--- config.mk ---
export PLATFORM = sky130hd
export DESIGN_NAME = am2940_dma_ctrl_flat
export DESIGN_NICKNAME = d
export VERILOG_FILES = /design/src/rtl/am2940_pkg.sv /design/src/rtl/am2940_dma_ctrl_if.sv /design/src/rtl/am2940_word_counter.sv /design/src/rtl/am2940_dma_ctrl.sv /design/src/flat_wrapper.sv
export SDC_FILE = /design/constraint.sdc
export NUM_CORES = 1
export LEC_CHECK = 0
export CAP_MARGIN = 5
export CORE_AREA = 2 2 79 62
export DETAILED_ROUTE_END_ITERATION = 10
export DIE_AREA = 0 0 81 64
export PLACE_DENSITY = 0.84
export SYNTH_ARGS = -nofsm -noshare
export SYNTH_HDL_FRONTEND = slang
export SYNTH_SLANG_ARGS = --single-unit
--- constraint.sdc ---
create_clock -name clk -period 5.7 [get_ports clk]
set_input_delay 0.57 -clock clk [delete_from_list [all_inputs] [get_ports clk]]
set_output_delay 0.57 -clock clk [all_outputs]
set_load 0.1 [all_outputs]
--- src/rtl/am2940_pkg.sv ---
// am2940_pkg: shared types and constants for the AM2940 DMA control stage.
//   W        data/address/word-count width
//   instr_e  3-bit instruction codes
//   mode_e   CR[1:0] operating modes
//   state_e  controller states
//   wc_init  word-counter load value for a given mode
package am2940_pkg;

  localparam int W = 8;

  typedef enum logic [2:0] {
    I_WR_CR   = 3'd0,
    I_RD_CR   = 3'd1,
    I_RD_WC   = 3'd2,
    I_RD_ADDR = 3'd3,
    I_REINIT  = 3'd4,
    I_LD_ADDR = 3'd5,
    I_LD_WC   = 3'd6,
    I_ENABLE  = 3'd7
  } instr_e;

  typedef enum logic [1:0] {
    MODE_DOWN   = 2'd0,
    MODE_UPCMP  = 2'd1,
    MODE_ABOUND = 2'd2,
    MODE_AUTO   = 2'd3
  } mode_e;

  typedef enum logic [1:0] {
    ST_IDLE = 2'd0,
    ST_RUN  = 2'd1,
    ST_DONE = 2'd2
  } state_e;

  // Up-counting modes start from zero and compare against WCR;
  // down-counting modes start from the programmed count.
  function automatic logic [W-1:0] wc_init(input mode_e m, input logic [W-1:0] v);
    return (m == MODE_UPCMP || m == MODE_ABOUND) ? '0 : v;
  endfunction

endpackage

--- src/rtl/am2940_dma_ctrl_if.sv ---
// am2940_dma_ctrl_if: bus between the DMA control stage and the 8-bit
// address counter.
//   addr_q, addr_co                       counter -> control (value, carry, low = wrap)
//   addr_di, addr_pl, addr_enc,
//   addr_inc, addr_dec, addr_cin          control -> counter (load value/strobe,
//                                         enable, direction, active-low carry-in)
interface am2940_dma_ctrl_if;
  import am2940_pkg::*;

  logic [W-1:0] addr_q;
  logic         addr_co;
  logic [W-1:0] addr_di;
  logic         addr_pl;
  logic         addr_enc;
  logic         addr_inc;
  logic         addr_dec;
  logic         addr_cin;

  modport master (
    input  addr_q, addr_co,
    output addr_di, addr_pl, addr_enc, addr_inc, addr_dec, addr_cin
  );

  modport slave (
    output addr_q, addr_co,
    input  addr_di, addr_pl, addr_enc, addr_inc, addr_dec, addr_cin
  );
endinterface

--- src/rtl/am2940_word_counter.sv ---
// am2940_word_counter: word counter register with load, up/down step and
// terminal-count compare.
//   clk, reset_n   clock, synchronous active-low reset
//   load/load_val  load has priority over step
//   step/up        count one transfer, direction
//   wcr            compare value for count-up mode
//   wc             current count
//   tc_down        wc == 1 (this decrement is the last)
//   tc_up          wc + 1 == wcr (this increment is the last)
module am2940_word_counter
  import am2940_pkg::*;
(
  input  logic         clk,
  input  logic         reset_n,
  input  logic         load,
  input  logic [W-1:0] load_val,
  input  logic         step,
  input  logic         up,
  input  logic [W-1:0] wcr,
  output logic [W-1:0] wc,
  output logic         tc_down,
  output logic         tc_up
);
  logic [W-1:0] wc_plus1;

  assign wc_plus1 = wc + 1'b1;
  assign tc_down  = (wc == W'(1));
  assign tc_up    = (wc_plus1 == wcr);

  always_ff @(posedge clk) begin
    if (!reset_n)  wc <= '0;
    else if (load) wc <= load_val;
    else if (step) wc <= up ? wc_plus1 : wc - 1'b1;
  end
endmodule

--- src/rtl/am2940_dma_ctrl.sv ---
// am2940_dma_ctrl: control and word-count stage of the AM2940 DMA address
// generator. Decodes instructions, holds CR/AR/WCR, runs the terminal-count
// FSM and drives the downstream address counter.
//   clk, reset_n        clock, synchronous active-low reset
//   instr_valid, instr  instruction strobe and code
//   di                  operand bus
//   cnten               transfer request (one per cycle in RUN)
//   ac                  address-counter bus (master side)
//   data_out, data_oe   registered read-back data and its one-cycle valid
//   done                transfer complete
//
// state   | meaning
// --------+-----------------------------------------------
// IDLE    | programmed or reset, waiting for ENABLE
// RUN     | transfers counted on cnten
// DONE    | terminal count reached, counter frozen
module am2940_dma_ctrl
  import am2940_pkg::*;
(
  input  logic              clk,
  input  logic              reset_n,
  input  logic              instr_valid,
  input  logic [2:0]        instr,
  input  logic [W-1:0]      di,
  input  logic              cnten,
  am2940_dma_ctrl_if.master ac,
  output logic [W-1:0]      data_out,
  output logic              data_oe,
  output logic              done
);
  logic [2:0]   cr;
  logic [W-1:0] ar;
  logic [W-1:0] wcr;
  logic [W-1:0] wc;
  state_e       state;
  instr_e       op;
  mode_e        mode;
  logic         is_wr_cr, is_ld_addr, is_ld_wc, is_reinit, load_cmd;
  logic         transfer, terminal, auto_reload;
  logic         wc_load, wc_up, tc_down, tc_up;
  logic [W-1:0] wc_load_val;

  assign op         = instr_e'(instr);
  assign mode       = mode_e'(cr[1:0]);
  assign is_wr_cr   = instr_valid && (op == I_WR_CR);
  assign is_ld_addr = instr_valid && (op == I_LD_ADDR);
  assign is_ld_wc   = instr_valid && (op == I_LD_WC);
  assign is_reinit  = instr_valid && (op == I_REINIT);
  assign load_cmd   = is_wr_cr || is_ld_addr || is_ld_wc || is_reinit;

  // Loads win over a same-cycle transfer; reset also kills the transfer so
  // the counter does not step on the aborting edge.
  assign transfer = reset_n && (state == ST_RUN) && cnten && !load_cmd;

  always_comb begin
    terminal = 1'b0;
    case (mode)
      MODE_DOWN, MODE_AUTO: terminal = tc_down;
      MODE_UPCMP:           terminal = tc_up;
      MODE_ABOUND:          terminal = !ac.addr_co;
      default:              terminal = 1'b0;
    endcase
  end

  assign auto_reload = transfer && (mode == MODE_AUTO) && tc_down;

  assign wc_load = is_ld_wc || is_reinit || auto_reload;
  assign wc_up   = (mode == MODE_UPCMP) || (mode == MODE_ABOUND);

  always_comb begin
    wc_load_val = wcr;
    if (is_ld_wc)       wc_load_val = wc_init(mode, di);
    else if (is_reinit) wc_load_val = wc_init(mode, wcr);
  end

  am2940_word_counter u_wc (
    .clk      (clk),
    .reset_n  (reset_n),
    .load     (wc_load),
    .load_val (wc_load_val),
    .step     (transfer),
    .up       (wc_up),
    .wcr      (wcr),
    .wc       (wc),
    .tc_down  (tc_down),
    .tc_up    (tc_up)
  );

  // Counter's parallel load takes priority over its count enable.
  assign ac.addr_di  = is_ld_addr ? di : ar;
  assign ac.addr_pl  = is_ld_addr || is_reinit || auto_reload;
  assign ac.addr_enc = (state == ST_RUN);
  assign ac.addr_inc = !cr[2];
  assign ac.addr_dec = cr[2];
  assign ac.addr_cin = !transfer;

  always_ff @(posedge clk) begin
    if (!reset_n) begin
      cr       <= '0;
      ar       <= '0;
      wcr      <= '0;
      state    <= ST_IDLE;
      done     <= 1'b0;
      data_oe  <= 1'b0;
      data_out <= '0;
    end else begin
      data_oe <= 1'b0;
      // done only persists in DONE; in RUN it is the auto-reload pulse.
      if (state == ST_RUN) done <= 1'b0;
      if (instr_valid) begin
        case (op)
          I_WR_CR: begin
            cr    <= di[2:0];
            state <= ST_IDLE;
            done  <= 1'b0;
          end
          I_LD_ADDR: begin
            ar    <= di;
            state <= ST_IDLE;
            done  <= 1'b0;
          end
          I_LD_WC: begin
            wcr   <= di;
            state <= ST_IDLE;
            done  <= 1'b0;
          end
          I_REINIT: begin
            state <= ST_IDLE;
            done  <= 1'b0;
          end
          I_ENABLE: if (state == ST_IDLE) state <= ST_RUN;
          I_RD_CR: begin
            data_out <= {{(W-3){1'b0}}, cr};
            data_oe  <= 1'b1;
          end
          I_RD_WC: begin
            data_out <= wc;
            data_oe  <= 1'b1;
          end
          I_RD_ADDR: begin
            data_out <= ac.addr_q;
            data_oe  <= 1'b1;
          end
          default: ;
        endcase
      end
      if (transfer && terminal) begin
        done <= 1'b1;
        if (mode != MODE_AUTO) state <= ST_DONE;
      end
    end
  end
endmodule

--- src/flat_wrapper.sv ---
// flat-port wrapper written by rule: the top's interface ports become plain ports
module am2940_dma_ctrl_flat import am2940_pkg::*;
  (clk, reset_n, instr_valid, instr, di, cnten, data_out, data_oe, done, ac_addr_q, ac_addr_co, ac_addr_di, ac_addr_pl, ac_addr_enc, ac_addr_inc, ac_addr_dec, ac_addr_cin);
  am2940_dma_ctrl_if ac_i ();
  input  logic clk;
  input  logic reset_n;
  input  logic instr_valid;
  input  logic [2:0] instr;
  input  logic [W-1:0] di;
  input  logic cnten;
  output logic [W-1:0] data_out;
  output logic data_oe;
  output logic done;
  input wire logic [$bits(ac_i.addr_q)-1:0] ac_addr_q;
  input wire logic [$bits(ac_i.addr_co)-1:0] ac_addr_co;
  output wire logic [$bits(ac_i.addr_di)-1:0] ac_addr_di;
  output wire logic [$bits(ac_i.addr_pl)-1:0] ac_addr_pl;
  output wire logic [$bits(ac_i.addr_enc)-1:0] ac_addr_enc;
  output wire logic [$bits(ac_i.addr_inc)-1:0] ac_addr_inc;
  output wire logic [$bits(ac_i.addr_dec)-1:0] ac_addr_dec;
  output wire logic [$bits(ac_i.addr_cin)-1:0] ac_addr_cin;
  assign ac_i.addr_q = ac_addr_q;
  assign ac_i.addr_co = ac_addr_co;
  assign ac_addr_di = ac_i.addr_di;
  assign ac_addr_pl = ac_i.addr_pl;
  assign ac_addr_enc = ac_i.addr_enc;
  assign ac_addr_inc = ac_i.addr_inc;
  assign ac_addr_dec = ac_i.addr_dec;
  assign ac_addr_cin = ac_i.addr_cin;
  am2940_dma_ctrl u_core (.clk(clk), .reset_n(reset_n), .instr_valid(instr_valid), .instr(instr), .di(di), .cnten(cnten), .ac(ac_i), .data_out(data_out), .data_oe(data_oe), .done(done));
endmodule
Word-level counts from Yosys, hierarchy flattened
Cells that the tools add are included.
{"block": "word_totals", "inputBits": 24, "out_inout_bits": 23, "reg_bits": 39, "wordCells": 79}
{"block": "classes", "n_eq_ne": 14, "reduce_logical": 35, "add_sub_neg": 2, "mux": 20}
{"operator": "$mux 8", "count": 8}
{"operator": "$pmux 8 s3", "count": 1}
{"operator": "$eq 3x3->1 const B", "count": 4}
{"operator": "$logic_and 1x1->1", "count": 10}
{"operator": "$reduce_and 2->1", "count": 5}
{"operator": "$add 8x1->8 const B", "count": 1}
{"operator": "$eq 8x1->1 const B", "count": 1}
{"operator": "$eq 8x8->1", "count": 1}
{"operator": "$logic_or 1x1->1", "count": 8}
{"operator": "$mux 2", "count": 4}
{"operator": "$sub 8x1->8 const B", "count": 1}
{"operator": "$eq 3x2->1 const B", "count": 2}
{"operator": "$mux 1", "count": 5}
{"operator": "$eq 2x1->1 const B", "count": 2}
{"operator": "$eq 2x2->1 const B", "count": 2}
{"operator": "$logic_not 1->1", "count": 4}
{"operator": "$logic_not 2->1", "count": 2}
{"operator": "$pmux 2 s2", "count": 1}
{"operator": "$reduce_or 4->1", "count": 1}
{"operator": "$eq 3x1->1 const B", "count": 1}
{"operator": "$logic_not 3->1", "count": 1}
{"operator": "$pmux 1 s3", "count": 1}
{"operator": "$reduce_bool 3->1", "count": 1}
{"operator": "$reduce_or 3->1", "count": 1}
{"operator": "3 further kinds", "count": 3}

Depth between registers and ports, before layout
{"block": "logic_depth", "word_depth": 11, "depth_mapped": 8, "mapped_depth_nobuf": 7}

Hierarchy
A second synthesis with hierarchy kept.
{"block": "hier_totals", "cells_unflattened": 281, "hier_area_um2": 2491.1}
{"mod": "am2940_dma_ctrl", "n_inst": 1, "cells_per_inst": 171, "area_each_um2": 1639.1, "seq_area_each_um2": 620.6}
{"mod": "am2940_word_counter", "n_inst": 1, "cells_per_inst": 110, "area_each_um2": 852.1, "seq_area_each_um2": 160.2}

Worst setup path before layout
Ideal clock, no wire load.
{"block": "synth_path", "path_kind": "input to output", "from": "input port instr[1]", "to": "output port ac_addr_pl", "setup_slack_ns": 1.435, "stages": 6, "arrival_ns": 3.695, "required_ns": 5.130, "path_buffers": 2, "cell_sequence": "buf_2 -> and2_1 -> o211a_2 -> inv_1 -> buf_2 -> o21ai_0"}
{"block": "synth_via", "elab_chain_cells": 10, "word_cells_on_any_way": 17, "classes_between": "3 x eq/ne; 14 x reduce/logical"}
{"element": "start: declaration", "line": "flat_wrapper.sv:8", "source": "input logic [2:0] instr;"}
{"element": "$eq 3x3->1 or $logic_not 3->1 (tied branches)", "line": "am2940_dma_ctrl.sv:46, am2940_dma_ctrl.sv:45"}
{"element": "$logic_and 1x1->1, on equally long branches", "line": "am2940_dma_ctrl.sv:46, am2940_dma_ctrl.sv:45"}
{"element": "$logic_or 1x1->1 (3 in a row)", "line": "am2940_dma_ctrl.sv:49", "source": "assign load_cmd = is_wr_cr || is_ld_addr || is_ld_wc || is_reinit;"}
{"element": "$logic_not 1->1", "line": "am2940_dma_ctrl.sv:53", "source": "assign transfer = reset_n && (state == ST_RUN) && cnten && !load_cmd;"}
{"element": "$logic_and 1x1->1", "line": "am2940_dma_ctrl.sv:53"}
{"element": "$logic_and 1x1->1 (2 in a row)", "line": "am2940_dma_ctrl.sv:65", "source": "assign auto_reload = transfer && (mode == MODE_AUTO) && tc_down;"}
{"element": "$logic_or 1x1->1 *", "line": "am2940_dma_ctrl.sv:91", "source": "assign ac.addr_pl = is_ld_addr || is_reinit || auto_reload;"}
{"element": "end: declaration", "line": "flat_wrapper.sv:17", "source": "output wire logic [$bits(ac_i.addr_pl)-1:0] ac_addr_pl;"}
Mark *: on every way between the ends. The rest lies on a longest branch, timed or not.

Worst setup path after layout
{"block": "layout_path", "from": "input port instr[0]", "to": "output port ac_addr_cin"}
{"block": "layout_via", "elab_chain_cells": 8, "word_cells_on_any_way": 14, "classes_between": "3 x eq/ne; 11 x reduce/logical"}
{"element": "$eq 3x3->1 or $logic_not 3->1 (tied branches)", "line": "am2940_dma_ctrl.sv:46, am2940_dma_ctrl.sv:45"}
{"element": "$logic_and 1x1->1, on equally long branches", "line": "am2940_dma_ctrl.sv:46, am2940_dma_ctrl.sv:45"}
{"element": "$logic_or 1x1->1 (2 in a row)", "line": "am2940_dma_ctrl.sv:49"}
{"element": "$logic_or 1x1->1 *", "line": "am2940_dma_ctrl.sv:49"}
{"element": "$logic_not 1->1 *", "line": "am2940_dma_ctrl.sv:53"}
{"element": "$logic_and 1x1->1 *", "line": "am2940_dma_ctrl.sv:53"}
{"element": "$logic_not 1->1 *", "line": "am2940_dma_ctrl.sv:95", "source": "assign ac.addr_cin = !transfer;"}
{"element": "end: declaration", "line": "flat_wrapper.sv:21", "source": "output wire logic [$bits(ac_i.addr_cin)-1:0] ac_addr_cin;"}
Marked as above.

==> flow_metrics.py <==
metrics = {
    "yosys": {
        "syn-num-nets": 333,
        "synth_cells": 303,
        "synthSimpleGateAreaFrac": 0.253,
        "synthMuxAreaShare": 0.0457,
        "async_flop_share": 0,
        "avgSynthCellArea_um2": 7.94,
        "synth_compound_area_frac": 0.242,
        "yosysTopAreaCellShare": 0.324,
        "synth.largest_area_cell": "dfxtp_1",
        "seq_area_frac_synth": 0.324,
        "ys_types": 56,
        "synth_edf_count": 0,
        "synth_fa_ha_area_frac": 0.0312,
        "syn_area_um2": 2410,
        "ys_ff_latch": 39,
        "synthFlopType": "dfxtp_1",
        "synthXorXnorAreaFrac": 0.0473,
        "synth_top_family_by_area": "simple AND/OR/NAND/NOR gates",
        "ys_top_cells_by_area": "dfxtp_1 (32%), nand2_1 (6.1%), o21ai_0 (5.0%)",
        "synth_warnings": 0,
    },
    "timing": {
        "hold_violations": 0,
        "finalCritPeriodShare": 0.724,
        "final.setup.tns_ns": 0,
        "drv_slew": 0,
        "setup_viol": 0,
        "period_minus_slack_ns": 4.13,
        "rsz0062_at_grt": "false",
        "tightest_slew_ns": 1.00,
        "slew_headroom": 0.331,
        "finClkSkew_ns": 0.00408,
        "max_freq_mhz": 242,
    },
    "die": {
        "die_area_um2": 5180,
        "core_um2": 4360,
        "start_util": 0.552,
        "die_h_um": 64,
        "rows": 21,
        "die_x_um": 81,
        "ioPinCount": 47,
    },
    "cts": {
        "ctsResizeCount": 0,
        "cts_root_buf": "clkbuf_8",
        "cts_made_buffers": 5,
        "postCtsSetupBuffers": 0,
        "clk_path_buf_depth": 2,
        "ctsHoldBuffers": 0,
        "worstSkewPairLatency_ns": 0.30,
        "clkTransAtPathRegs_ns": 0.08,
        "cts_tree": "done",
        "htreeDepth": 2,
        "cts_sinks": 39,
    },
    "critical_path": {
        "slowest_stage": "clkdlybuf4s50_1",
        "path_buf_inv": 3,
        "endpoint_kind": "output port",
        "crit_fanout": 22,
        "cp-start-kind": "input pin",
        "cp.arrival_ns": 3.56,
        "cp_cell_sequence": "clkdlybuf4s50_1, or3b_2, o211a_2, inv_1, clkdlybuf4s50_1",
        "crit_top_cell": "clkdlybuf4s50_1",
        "critPathKind": "input pin to output port",
        "critical_path.top_delay_family": "buffers and inverters",
        "max_stage_delay_ns": 1.19,
        "cp.required_ns": 5.13,
    },
    "drt": {
        "num_vias": 2424,
        "wl_met3_um": 580,
        "vias_per_cell": 6.14,
        "wl_met2_um": 2800,
        "drtIter0Drc": 459,
        "first_pass_iters": 5,
        "routedWlPerCell_um": 16.6,
        "wirelength_met1_um": 3060,
        "drc": 0,
        "ant_nets": 0,
        "wirelength_um": 6560,
        "highest_layer": "met4",
    },
    "place": {
        "port_buffers": 46,
        "gp_congestion": 0.891,
        "placed_cells": 387,
        "dp_hpwl_um": 4700,
    },
    "pwr": {
        "ir_drop_mv": 0.154,
        "swShare": 0.305,
        "p_comb_frac": 0.215,
        "p_leak_nw": 1.11,
        "clkPwrFrac": 0.363,
        "p_sw_w": 0.000209,
        "p_int_w": 0.000475,
        "p_per_area_nw_per_um2": 230,
        "seqPwrFrac": 0.422,
    },
    "grt": {
        "grtUsageTotal": 0.271,
        "grt_pass1_vias": 2241,
        "overflow": 0,
        "grt_max_degree": 27,
        "antenna_found_initial": 0,
        "grt_pass1_wl_um": 10800,
    },
    "worst_hold_path": {
        "hold_path_class": "flip-flop to flip-flop",
    },
    "run_status": {
        "outcome": "finished, final reports clean",
    },
    "run": {
        "drv_cap": 0,
    },
    "layout": {
        "areaGrowthSynthToFinish_pct": 23.7,
        "fin_util": 0.683,
        "layout-drive-gt1-share": 0.0710,
        "diodes": 0,
        "finalNetCount": 367,
        "fin_cells": 395,
    },
}
## kinds of logic (layout without fill, tap and decap cells)
kind of cell / Yosys count / after routing
adder cells (fa/ha/maj): 6 / 6
buffers and inverters: 32 / 67
AO/OA/AOI/OAI: 90 / 90
multiplexers: 10 / 10
AND/OR/NAND/NOR: 113 / 113
XOR/XNOR: 13 / 13
flip-flops: 39 / 39
## cells in the mapped netlist, drive strengths merged (5+ instances only)
cell type / instances
a21oi: 24
a31oi: 5
and2: 9
buf: 10
clkbuf: 10
dfxtp: 39
ha: 6
inv: 12
mux2: 8
nand2: 39
nand3: 8
nor2: 15
nor3: 5
o21ai: 26
or3: 5
xnor2: 8
xor2: 5
## power groups by stage
stage | Combinational [W] | Clock (W) | Sequential, W
global placement | 0.000143 | 0 | 0.000294
floorplan | 0.0000757 | 0 | 0.000320
finish | 0.000147 | 0.000248 | 0.000288
global route | 0.000156 | 0.000266 | 0.000290
detailed placement | 0.000145 | 0 | 0.000295
CTS | 0.000146 | 0.000249 | 0.000288
## layout make-up
cell class | instances | area (um2)
fillers | 387 | 1380
multi-input cells | 232 | 1490
flip-flops and latches | 39 | 781
clock inverters | 2 | 38.8
clock buffers | 6 | 82.6
well taps | 57 | 71.3
inverters | 12 | 45.0
repair buffers | 47 | 468
## flip-flops by register name (all words and copies together) (netlist names)
signal,cells
u_core.u_wc.wc,8
u_core.data_oe,1
u_core.state,2
u_core.cr,3
u_core.ar,8
u_core.wcr,8
u_core.data_out,8
u_core.done,1
## through the flow
| step | cell area, um2 | setup slack [ns] | hold slack [ns] | total power, W |
|---|---|---|---|---|
| 2_1_floorplan | 2410 | 1.44 | 0.461 | 0.000395 |
| 3_3_place_gp | 2860 | 1.62 | 0.473 | 0.000438 |
| 3_5_place_dp | 2860 | 1.60 | 0.489 | 0.000439 |
| 4_1_cts | 2980 | 1.58 | 0.500 | 0.000683 |
| 5_1_grt | 2980 | 1.43 | 0.534 | 0.000711 |
| 6_report | 2980 | 1.57 | 0.496 | 0.000684 |
## worst paths after layout
kind,startpoint,to,slack (ns),cells after the start
max,instr[0],ac_addr_cin,1.57,5
max reg2reg,u_core.u_wc.wc[0],u_core.state[1],3.27,6
min reg2reg,u_core.wcr[7],u_core.wcr[7],0.50,2
min,u_core.wcr[7],u_core.wcr[7],0.50,2
## metal layers
layer / vias up / GRT usage
li1: 1166 / -
met1: 1102 / 0.388
met2: 139 / 0.390
met3: 17 / 0.0720
met4: 0 / 0.0932
met5: - / 0
## cells in the final DEF (no fill, tap or decap), drive strengths merged, types with 3 or more instances in the layout
cell           count
nand3              8
inv               13
clkbuf             6
ha                 6
o21ai             26
dfxtp             39
a22oi              4
xnor2              8
nand3b             3
nor2              15
xor2               5
and3b              3
mux2               8
nand2             39
clkdlybuf4s50     46
nand4b             4
a22o               3
and4b              4
or3                5
and2               9
o21a               4
and3               3
nand2b             3
a31oi              5
a21oi             24
nor3               5
## worst register-to-register path, cell delays in order, from the launching register on
cell and delay [ns]:
dfxtp_1 0.65, ha_1 0.37, nand2_1 0.13, or3_1 0.39, a2111oi_2 0.45, a31o_1 0.23
a31o_1 0.15
Power figures use the tool's default switching activity.
